File: src/rtl/decode_stage_pkg.sv
// decode_stage_pkg: shared encodings and constants for the pipelined decode stage.
package decode_stage_pkg;

  // Register file geometry
  localparam int REG_ADDR_W = 3;
  localparam int NUM_REGS   = 8;

  // Default destination for link-style writes
  localparam logic [REG_ADDR_W-1:0] DEFAULT_LINK_REG = 3'd7;

  // Immediate field length selector
  typedef enum logic [1:0] {
    IMM5     = 2'b00,
    IMM8     = 2'b01,
    IMM11    = 2'b10,
    IMM_ZERO = 2'b11
  } len_immed_e;

  // Destination register selector
  typedef enum logic [1:0] {
    WREG_7_5  = 2'b00,
    WREG_4_2  = 2'b01,
    WREG_10_8 = 2'b10,
    WREG_LINK = 2'b11
  } w_reg_cont_e;

endpackage

File: src/rtl/decode_rf.sv
// decode_rf: 8-entry register file with synchronous clear and one write port.
// Optional feature macro: DECODE_STAGE_BYPASS_EN forwards a same-cycle write
// onto the combinational read ports.
module decode_rf
  import decode_stage_pkg::*;
#(
  parameter int DATA_WIDTH = 16
) (
  input  logic                  clk,
  input  logic                  rst,
  input  logic                  wb_en,
  input  logic [REG_ADDR_W-1:0] wb_reg,
  input  logic [DATA_WIDTH-1:0] wb_data,
  input  logic [REG_ADDR_W-1:0] rs1_addr,
  input  logic [REG_ADDR_W-1:0] rs2_addr,
  output logic [DATA_WIDTH-1:0] rs1_data,
  output logic [DATA_WIDTH-1:0] rs2_data
);

  logic [DATA_WIDTH-1:0] regs_q [NUM_REGS];

  // Register storage: cleared on reset, written from writeback.
  always_ff @(posedge clk) begin
    if (rst) begin
      for (int i = 0; i < NUM_REGS; i++) begin
        regs_q[i] <= '0;
      end
    end else if (wb_en) begin
      regs_q[wb_reg] <= wb_data;
    end
  end

  // Combinational read ports, optionally forwarding the in-flight write.
  always_comb begin
    rs1_data = regs_q[rs1_addr];
    rs2_data = regs_q[rs2_addr];
`ifdef DECODE_STAGE_BYPASS_EN
    if (wb_en && (wb_reg == rs1_addr)) begin
      rs1_data = wb_data;
    end else begin
      rs1_data = regs_q[rs1_addr];
    end
    if (wb_en && (wb_reg == rs2_addr)) begin
      rs2_data = wb_data;
    end else begin
      rs2_data = regs_q[rs2_addr];
    end
`endif
  end

endmodule

File: src/rtl/decode_stage_piped.sv
// decode_stage_piped: pipelined decode stage with ID/EX register, load-use
// stall and flush. Optional feature macro: DECODE_STAGE_BYPASS_EN (register
// file write-through); without it a same-cycle write to a used source stalls.
module decode_stage_piped
  import decode_stage_pkg::*;
#(
  parameter int                    DATA_WIDTH = 16,
  parameter logic [REG_ADDR_W-1:0] LINK_REG   = DEFAULT_LINK_REG
) (
  input  logic                  clk,
  input  logic                  rst,
  input  logic                  id_valid,
  output logic                  id_ready,
  input  logic [15:0]           instruc,
  input  logic [DATA_WIDTH-1:0] seq_PC,
  input  logic [1:0]            w_reg_cont,
  input  logic                  ext_type,
  input  logic [1:0]            len_immed,
  input  logic                  uses_rs1,
  input  logic                  uses_rs2,
  input  logic                  mem_read,
  input  logic                  flush,
  input  logic                  wb_en,
  input  logic [REG_ADDR_W-1:0] wb_reg,
  input  logic [DATA_WIDTH-1:0] wb_data,
  output logic                  ex_valid,
  input  logic                  ex_ready,
  output logic [DATA_WIDTH-1:0] data_1,
  output logic [DATA_WIDTH-1:0] data_2,
  output logic [DATA_WIDTH-1:0] ext_out,
  output logic [DATA_WIDTH-1:0] seq_PC_out,
  output logic [REG_ADDR_W-1:0] w_reg_out,
  output logic                  mem_read_out
);

  // Sign- or zero-extend the selected immediate field.
  function automatic logic [DATA_WIDTH-1:0] extend_imm(input logic [15:0] ins,
                                                       input logic sx,
                                                       input logic [1:0] len);
    logic [DATA_WIDTH-1:0] r;
    case (len)
      IMM5:     r = {{(DATA_WIDTH-5){sx & ins[4]}}, ins[4:0]};
      IMM8:     r = {{(DATA_WIDTH-8){sx & ins[7]}}, ins[7:0]};
      IMM11:    r = {{(DATA_WIDTH-11){sx & ins[10]}}, ins[10:0]};
      IMM_ZERO: r = '0;
      default:  r = '0;
    endcase
    return r;
  endfunction

  // Pick the destination register field.
  function automatic logic [REG_ADDR_W-1:0] select_dest(input logic [15:0] ins,
                                                        input logic [1:0] sel);
    logic [REG_ADDR_W-1:0] r;
    case (sel)
      WREG_7_5:  r = ins[7:5];
      WREG_4_2:  r = ins[4:2];
      WREG_10_8: r = ins[10:8];
      WREG_LINK: r = LINK_REG;
      default:   r = LINK_REG;
    endcase
    return r;
  endfunction

  logic [REG_ADDR_W-1:0] rs1_s, rs2_s;
  logic [DATA_WIDTH-1:0] rs1_data_s, rs2_data_s;
  logic                  load_s, ld_use_s, hazard_s;
  logic                  unused_instr_s;

  logic                  ex_valid_q, ex_valid_d;
  logic [DATA_WIDTH-1:0] data_1_q, data_1_d, data_2_q, data_2_d;
  logic [DATA_WIDTH-1:0] ext_q, ext_d, pc_q, pc_d;
  logic [REG_ADDR_W-1:0] w_reg_q, w_reg_d;
  logic                  mem_read_q, mem_read_d;

  assign rs1_s = instruc[10:8];
  assign rs2_s = instruc[7:5];
  // Opcode bits are decoded upstream; only the operand fields matter here.
  assign unused_instr_s = ^instruc[15:11];

  decode_rf #(.DATA_WIDTH(DATA_WIDTH)) u_rf (
    .clk      (clk),
    .rst      (rst),
    .wb_en    (wb_en),
    .wb_reg   (wb_reg),
    .wb_data  (wb_data),
    .rs1_addr (rs1_s),
    .rs2_addr (rs2_s),
    .rs1_data (rs1_data_s),
    .rs2_data (rs2_data_s)
  );

  assign load_s   = ex_ready || !ex_valid_q;
  assign ld_use_s = ex_valid_q && mem_read_q && id_valid &&
                    ((uses_rs1 && (w_reg_q == rs1_s)) || (uses_rs2 && (w_reg_q == rs2_s)));
`ifdef DECODE_STAGE_BYPASS_EN
  assign hazard_s = ld_use_s;
`else
  logic wb_conflict_s;
  // Without forwarding, a read of a register being written this cycle waits one cycle.
  assign wb_conflict_s = id_valid && wb_en &&
                         ((uses_rs1 && (wb_reg == rs1_s)) || (uses_rs2 && (wb_reg == rs2_s)));
  assign hazard_s = ld_use_s || wb_conflict_s;
`endif
  assign id_ready = flush || (load_s && !hazard_s);

  // ID/EX next state: flush beats bubble beats capture beats hold.
  always_comb begin
    ex_valid_d = ex_valid_q;
    data_1_d   = data_1_q;
    data_2_d   = data_2_q;
    ext_d      = ext_q;
    pc_d       = pc_q;
    w_reg_d    = w_reg_q;
    mem_read_d = mem_read_q;
    if (flush) begin
      ex_valid_d = 1'b0;
    end else if (load_s && hazard_s) begin
      ex_valid_d = 1'b0;
    end else if (load_s) begin
      ex_valid_d = id_valid;
      data_1_d   = rs1_data_s;
      data_2_d   = rs2_data_s;
      ext_d      = extend_imm(instruc, ext_type, len_immed);
      pc_d       = seq_PC;
      w_reg_d    = select_dest(instruc, w_reg_cont);
      mem_read_d = mem_read;
    end else begin
      ex_valid_d = ex_valid_q;
    end
  end

  // ID/EX pipeline register with synchronous clear.
  always_ff @(posedge clk) begin
    if (rst) begin
      ex_valid_q <= 1'b0;
      data_1_q   <= '0;
      data_2_q   <= '0;
      ext_q      <= '0;
      pc_q       <= '0;
      w_reg_q    <= '0;
      mem_read_q <= 1'b0;
    end else begin
      ex_valid_q <= ex_valid_d;
      data_1_q   <= data_1_d;
      data_2_q   <= data_2_d;
      ext_q      <= ext_d;
      pc_q       <= pc_d;
      w_reg_q    <= w_reg_d;
      mem_read_q <= mem_read_d;
    end
  end

  assign ex_valid     = ex_valid_q;
  assign data_1       = data_1_q;
  assign data_2       = data_2_q;
  assign ext_out      = ext_q;
  assign seq_PC_out   = pc_q;
  assign w_reg_out    = w_reg_q;
  assign mem_read_out = mem_read_q;

endmodule

File: config.mk
export PLATFORM = sky130hd
export DESIGN_NAME = decode_stage_piped
export DESIGN_NICKNAME = d
export VERILOG_FILES = /design/src/rtl/decode_stage_pkg.sv /design/src/rtl/decode_rf.sv /design/src/rtl/decode_stage_piped.sv
export SDC_FILE = /design/constraint.sdc
export NUM_CORES = 1
export LEC_CHECK = 0
export ABC_CLOCK_PERIOD_IN_PS = 3500
export BUFFER_PORTS_ARGS = -buffer_cell sky130_fd_sc_hd__buf_4
export CORE_MARGIN = 2
export CORE_UTILIZATION = 45
export CTS_BUF_LIST = sky130_fd_sc_hd__clkbuf_4 sky130_fd_sc_hd__clkbuf_8
export CTS_CLUSTER_SIZE = 10
export DETAILED_ROUTE_END_ITERATION = 7
export GPL_TIMING_DRIVEN = 0
export PLACE_DENSITY = 0.69
export SKIP_LAST_GASP = 1
export SLEW_MARGIN = 20
export SYNTH_ARGS = -nofsm -noshare
export SYNTH_HDL_FRONTEND = slang
export SYNTH_HIERARCHICAL = 1
export SYNTH_SLANG_ARGS = --single-unit
File: constraint.sdc
create_clock -name clk -period 3.5 [get_ports clk]
set_input_delay 0.7 -clock clk [delete_from_list [all_inputs] [get_ports clk]]
set_output_delay 0.7 -clock clk [all_outputs]
set_load 0.02 [all_outputs]
==> results by stage <==
Clock network:
- TritonCTS built the clock tree.
- The clock latency of the later-clocked register in the worst-skew pair is 480 ps.
- The clock net in this run drives a total of 193 sinks.
- Post-CTS repair changed the size of 0 cells.
- In this run the post-CTS setup repair buffer count came out at 0.
- TritonCTS created 17 clock buffers.
- The worst-case clock buffer depth is 2.
- The count of H-tree levels built during CTS is 4.
- Clock-pin slew was measured on the worst setup and hold paths at 90 ps.
- The tree is rooted in a sky130_fd_sc_hd__clkbuf_8.
- The number of hold buffers added after CTS was 0.

Final layout:
- The combined area of the multi-input logic cells is 4302 sq um.
- The layout has around 1900 filler cells.
- The growth of design area from synthesis to finish is 18.16%.
- Leaving out fill and tap cells, the most frequent cells in the layout are sky130_fd_sc_hd__buf_4 (134), sky130_fd_sc_hd__edfxtp_1 (128), sky130_fd_sc_hd__nor3_1 (123).
- In the final layout, flip-flops and latches occupy 5145 sq um.
- The most common cell after layout, fill and taps aside is sky130_fd_sc_hd__buf_4.
- The net count reported at finish is 977.
- The repair_antennas step left the layout with diodes totalling 0.
- The ratio of cells with drive above 1 in the final layout is 0.2843.
- The number of standard cells in the final layout excluding fillers is 1205.

STA:
- The total setup violations reported at the end of the flow is 0.
- Setup repair after global routing left no endpoint under its margin.
- The smallest clock period supported by the final layout is computed as approximately 2500 ps.
- The worst slack on hold paths is 391.8 ps.
- The final number of max-transition violations is 0.
- The pin slew with the least headroom to its limit is roughly 830 ps.
- The setup slack of the critical path after layout is 957.9 ps.
- In the finished design, the share of the clock period the worst path needs comes to 0.7263.
- The worst slew margin relative to its limit is 0.4439.
- The top achievable clock speed is 393.4 MHz.
- Clock skew on the completed layout was measured at 14.60 ps.
- The hold violation total from the final report is 0.

Setup path:
- The startpoint identified for the worst register-to-register timing path is w_reg_out[1].
- The gate family responsible for the most delay along the worst path is flip-flops.
- The critical path is of the flop to output pin type.
- Across all register-to-register paths, the minimum setup slack is 1750 ps.
- The largest individual stage delay along the critical path comes from the cell sky130_fd_sc_hd__dfxtp_1.
- The data arrival time of the worst path is 1840 ps.
- The endpoint of the worst-slack reg-to-reg timing path is ext_out[10].
- The worst setup path is captured at an output pin.
- The type of origin of the critical path is a flop.
- The largest single stage delay on the critical path is 490 ps.
- Data on the critical path is required at its endpoint by about 2800 ps.
- Counting cells, the worst reg-to-reg path comes to 7.
- The maximum fanout along the worst path is 4.
- Traced cell by cell, the critical path runs through xnor2_1 -> nand4_1 -> a21oi_2 -> nor2_1 -> a21o_1 -> buf_4.
- The buffering stage count on the worst path with inverters included is 1.

Placement:
- The weighted congestion at the end of routability-driven global placement is 0.8473.
- OpenSTA, run right after detailed placement, puts the worst setup slack at between 500 and 600 ps.
- Once placement completed, the tool counted placed cells totaling 1173.
- In this run the tool buffered the top-level ports with 129 buffer cells.
- After legalization and detailed placement, the total HPWL measured ~19000 microns.

Synthesis:
- Ranked by total cell area, the synthesized netlist is headed by sky130_fd_sc_hd__edfxtp_1 (39%), sky130_fd_sc_hd__mux4_1 (15%), sky130_fd_sc_hd__dfxtp_1 (13%).
- Yosys mapped the design onto 37 distinct sky130hd cell types.
- The largest total area in the synthesized netlist belongs to sky130_fd_sc_hd__edfxtp_1.
- The async set-or-reset flop fraction in the synthesized netlist is 0.
- The number of warnings printed during yosys synthesis is 6.
- The share of the synthesized area in the top cell type is 0.3858.
- The synthesized area per cell is 13.14 sq um.
- The synthesized design contains 128 enable-type register cells.
- The dominant synthesized flop cell is sky130_fd_sc_hd__edfxtp_1.
- The number of nets handed over by synthesis was 823.
- The count of state elements after synthesis is approximately 190.
- Synthesis produced a netlist whose cell count is 758.
- After synthesis the cells add up to 9963 sq um.
- The part of the Yosys area used for sequential elements is 0.5164.

Outcome:
- The run finished with clean final reports.

Route:
- The post-detailed-routing wire length is 25320 microns.
- The iteration-0 DRC count of the detailed router is 459.
- After detailed routing, the average wire length per cell comes to 21.01 microns.
- The total DRC errors in the routed layout is 0.
- The routed via count is between 6000 and 7000.
- The detailed-router iteration count before antenna repair is 5.
- The antenna violation net count after detailed routing is 0.
- Using the TritonRoute via totals, the vias-per-cell ratio works out to between 5 and 6.

Hold path:
- The type of the tightest min-delay check is input port to flop.
- The number of cells on the worst hold path is 2.
- The beginning of the worst hold path is flush.
- The worst hold endpoint is ex_valid.

Die:
- The initial standard-cell utilization of the core is 0.4580.
- The standard cell core area is approximately 22000 sq um.
- Measured along the y axis, the die boundary spans 152.8 microns.
- The cell row count is 54.
- The die covers between 20000 and 25000 sq um.
- 135 I/O pins were placed.
- The die width is 152.8 microns.

Global routing:
- Global routing finished with a remaining overflow of 0.
- In the global route stage, overall resource usage came out at 0.2195.
- The via count of the first global-routing pass is 6967.
- The pin count of the biggest net entering global routing is 19.
- The first global-routing pass estimated around 40000 microns of wire.
- The number of antenna violations at the first check in global routing is 0.

Power and ir drop:
- Power spread over the standard cell area amounts to around 430 nW/um^2.
- The worst IR drop on VDD is 0.0002652 V.
- The static power due to leakage is 0.004428 uW.

Job:
- Max-cap violations in this run came to 0.
==> metal layers <==
layer  global-route usage  routed length, microns  vias to the layer above
met5                    0                       0                        -
met1               0.2914                   10880                     3320
met4              0.06790                     346                        0
li1                     -                       -                     3181
met3              0.03783                    1638                       26
met2               0.3705                   12450                      267
==> power by group <==
| part | internal (uW) | switching [uW] |
|---|---|---|
| combinational | 423 | 479 |
| sequential | 2580 | 84.4 |
| clock | 585 | 859 |
==> layout make-up <==
type / count / share of cell area
repair buffers: 135 / 0.08896
flip-flops and latches: 193 / 0.4370
inverters: 18 / 0.005739
plain buffers: 72 / 0.04071
clock buffers: 17 / 0.01987
well taps: 280 / 0.02976
clock inverters: 15 / 0.01254
multi-input cells: 475 / 0.3654
==> Yosys cell counts, drive strengths merged, types with 3 or more instances <==
| cell | instances |
|---|---|
| nor2b | 7 |
| a21oi | 9 |
| buf | 30 |
| nand2 | 119 |
| o221ai | 3 |
| nor3 | 130 |
| edfxtp | 128 |
| nand2b | 7 |
| nor2 | 5 |
| clkinv | 16 |
| clkbuf | 42 |
| dfxtp | 65 |
| o21bai | 8 |
| xnor2 | 12 |
| mux4 | 64 |
| mux2i | 58 |
| nand4 | 4 |
| mux2 | 41 |
==> flip-flops by register name, indices dropped and copies added, names as in the netlist <==
name          cells
data_2           16
ext_out          12
w_reg_out         3
u_rf/regs_q     128
data_1           16
ex_valid          1
mem_read_out      1
seq_PC_out       16
==> stage by stage <==
stage                     utilization  TNS [ps]  total power (uW)  cell area, sq um
after floorplan                     -         0              3251              9963
after global placement         0.5186     -9961              3584             11280
after detailed placement       0.5236         0              3618             11390
after CTS                      0.5411         0              5037             11770
after global routing           0.5411         0              5197             11770
final                          0.5411         0              5012             11770
==> cell families (layout without fill, tap and decap cells) <==
family / after synthesis / count (layout) / share of synthesized area
flops: 193 / 193 / 0.5164
mux: 163 / 163 / 0.2714
simple gates: 276 / 276 / 0.1296
compound gates: 23 / 23 / 0.01633
xor+xnor: 13 / 13 / 0.01143
buf+inv: 90 / 257 / 0.05488
==> worst register-to-register path, cell delays in order, from the launching register on <==
cell                      delay, ps
sky130_fd_sc_hd__dfxtp_1        490
sky130_fd_sc_hd__xnor2_1        160
sky130_fd_sc_hd__nand4_1        120
sky130_fd_sc_hd__a21oi_2        210
sky130_fd_sc_hd__nor3_2          70
sky130_fd_sc_hd__buf_6          160
sky130_fd_sc_hd__buf_12         160
sky130_fd_sc_hd__mux2_4         290
==> how the worst max path moves through the flow <==
stage                      start                 end  slack, ps  depth (start not counted)
floorplan              wb_reg[0]   u_rf/regs_q[4][0]        780                          5
global placement             rst  u_rf/regs_q[5][10]       -270                          5
detailed placement           rst  u_rf/regs_q[5][15]        570                          6
CTS                 w_reg_out[1]            id_ready        920                          6
global route        w_reg_out[1]            id_ready        790                          6
finish              w_reg_out[1]            id_ready        960                          6
(Power assumes the default switching activity.)
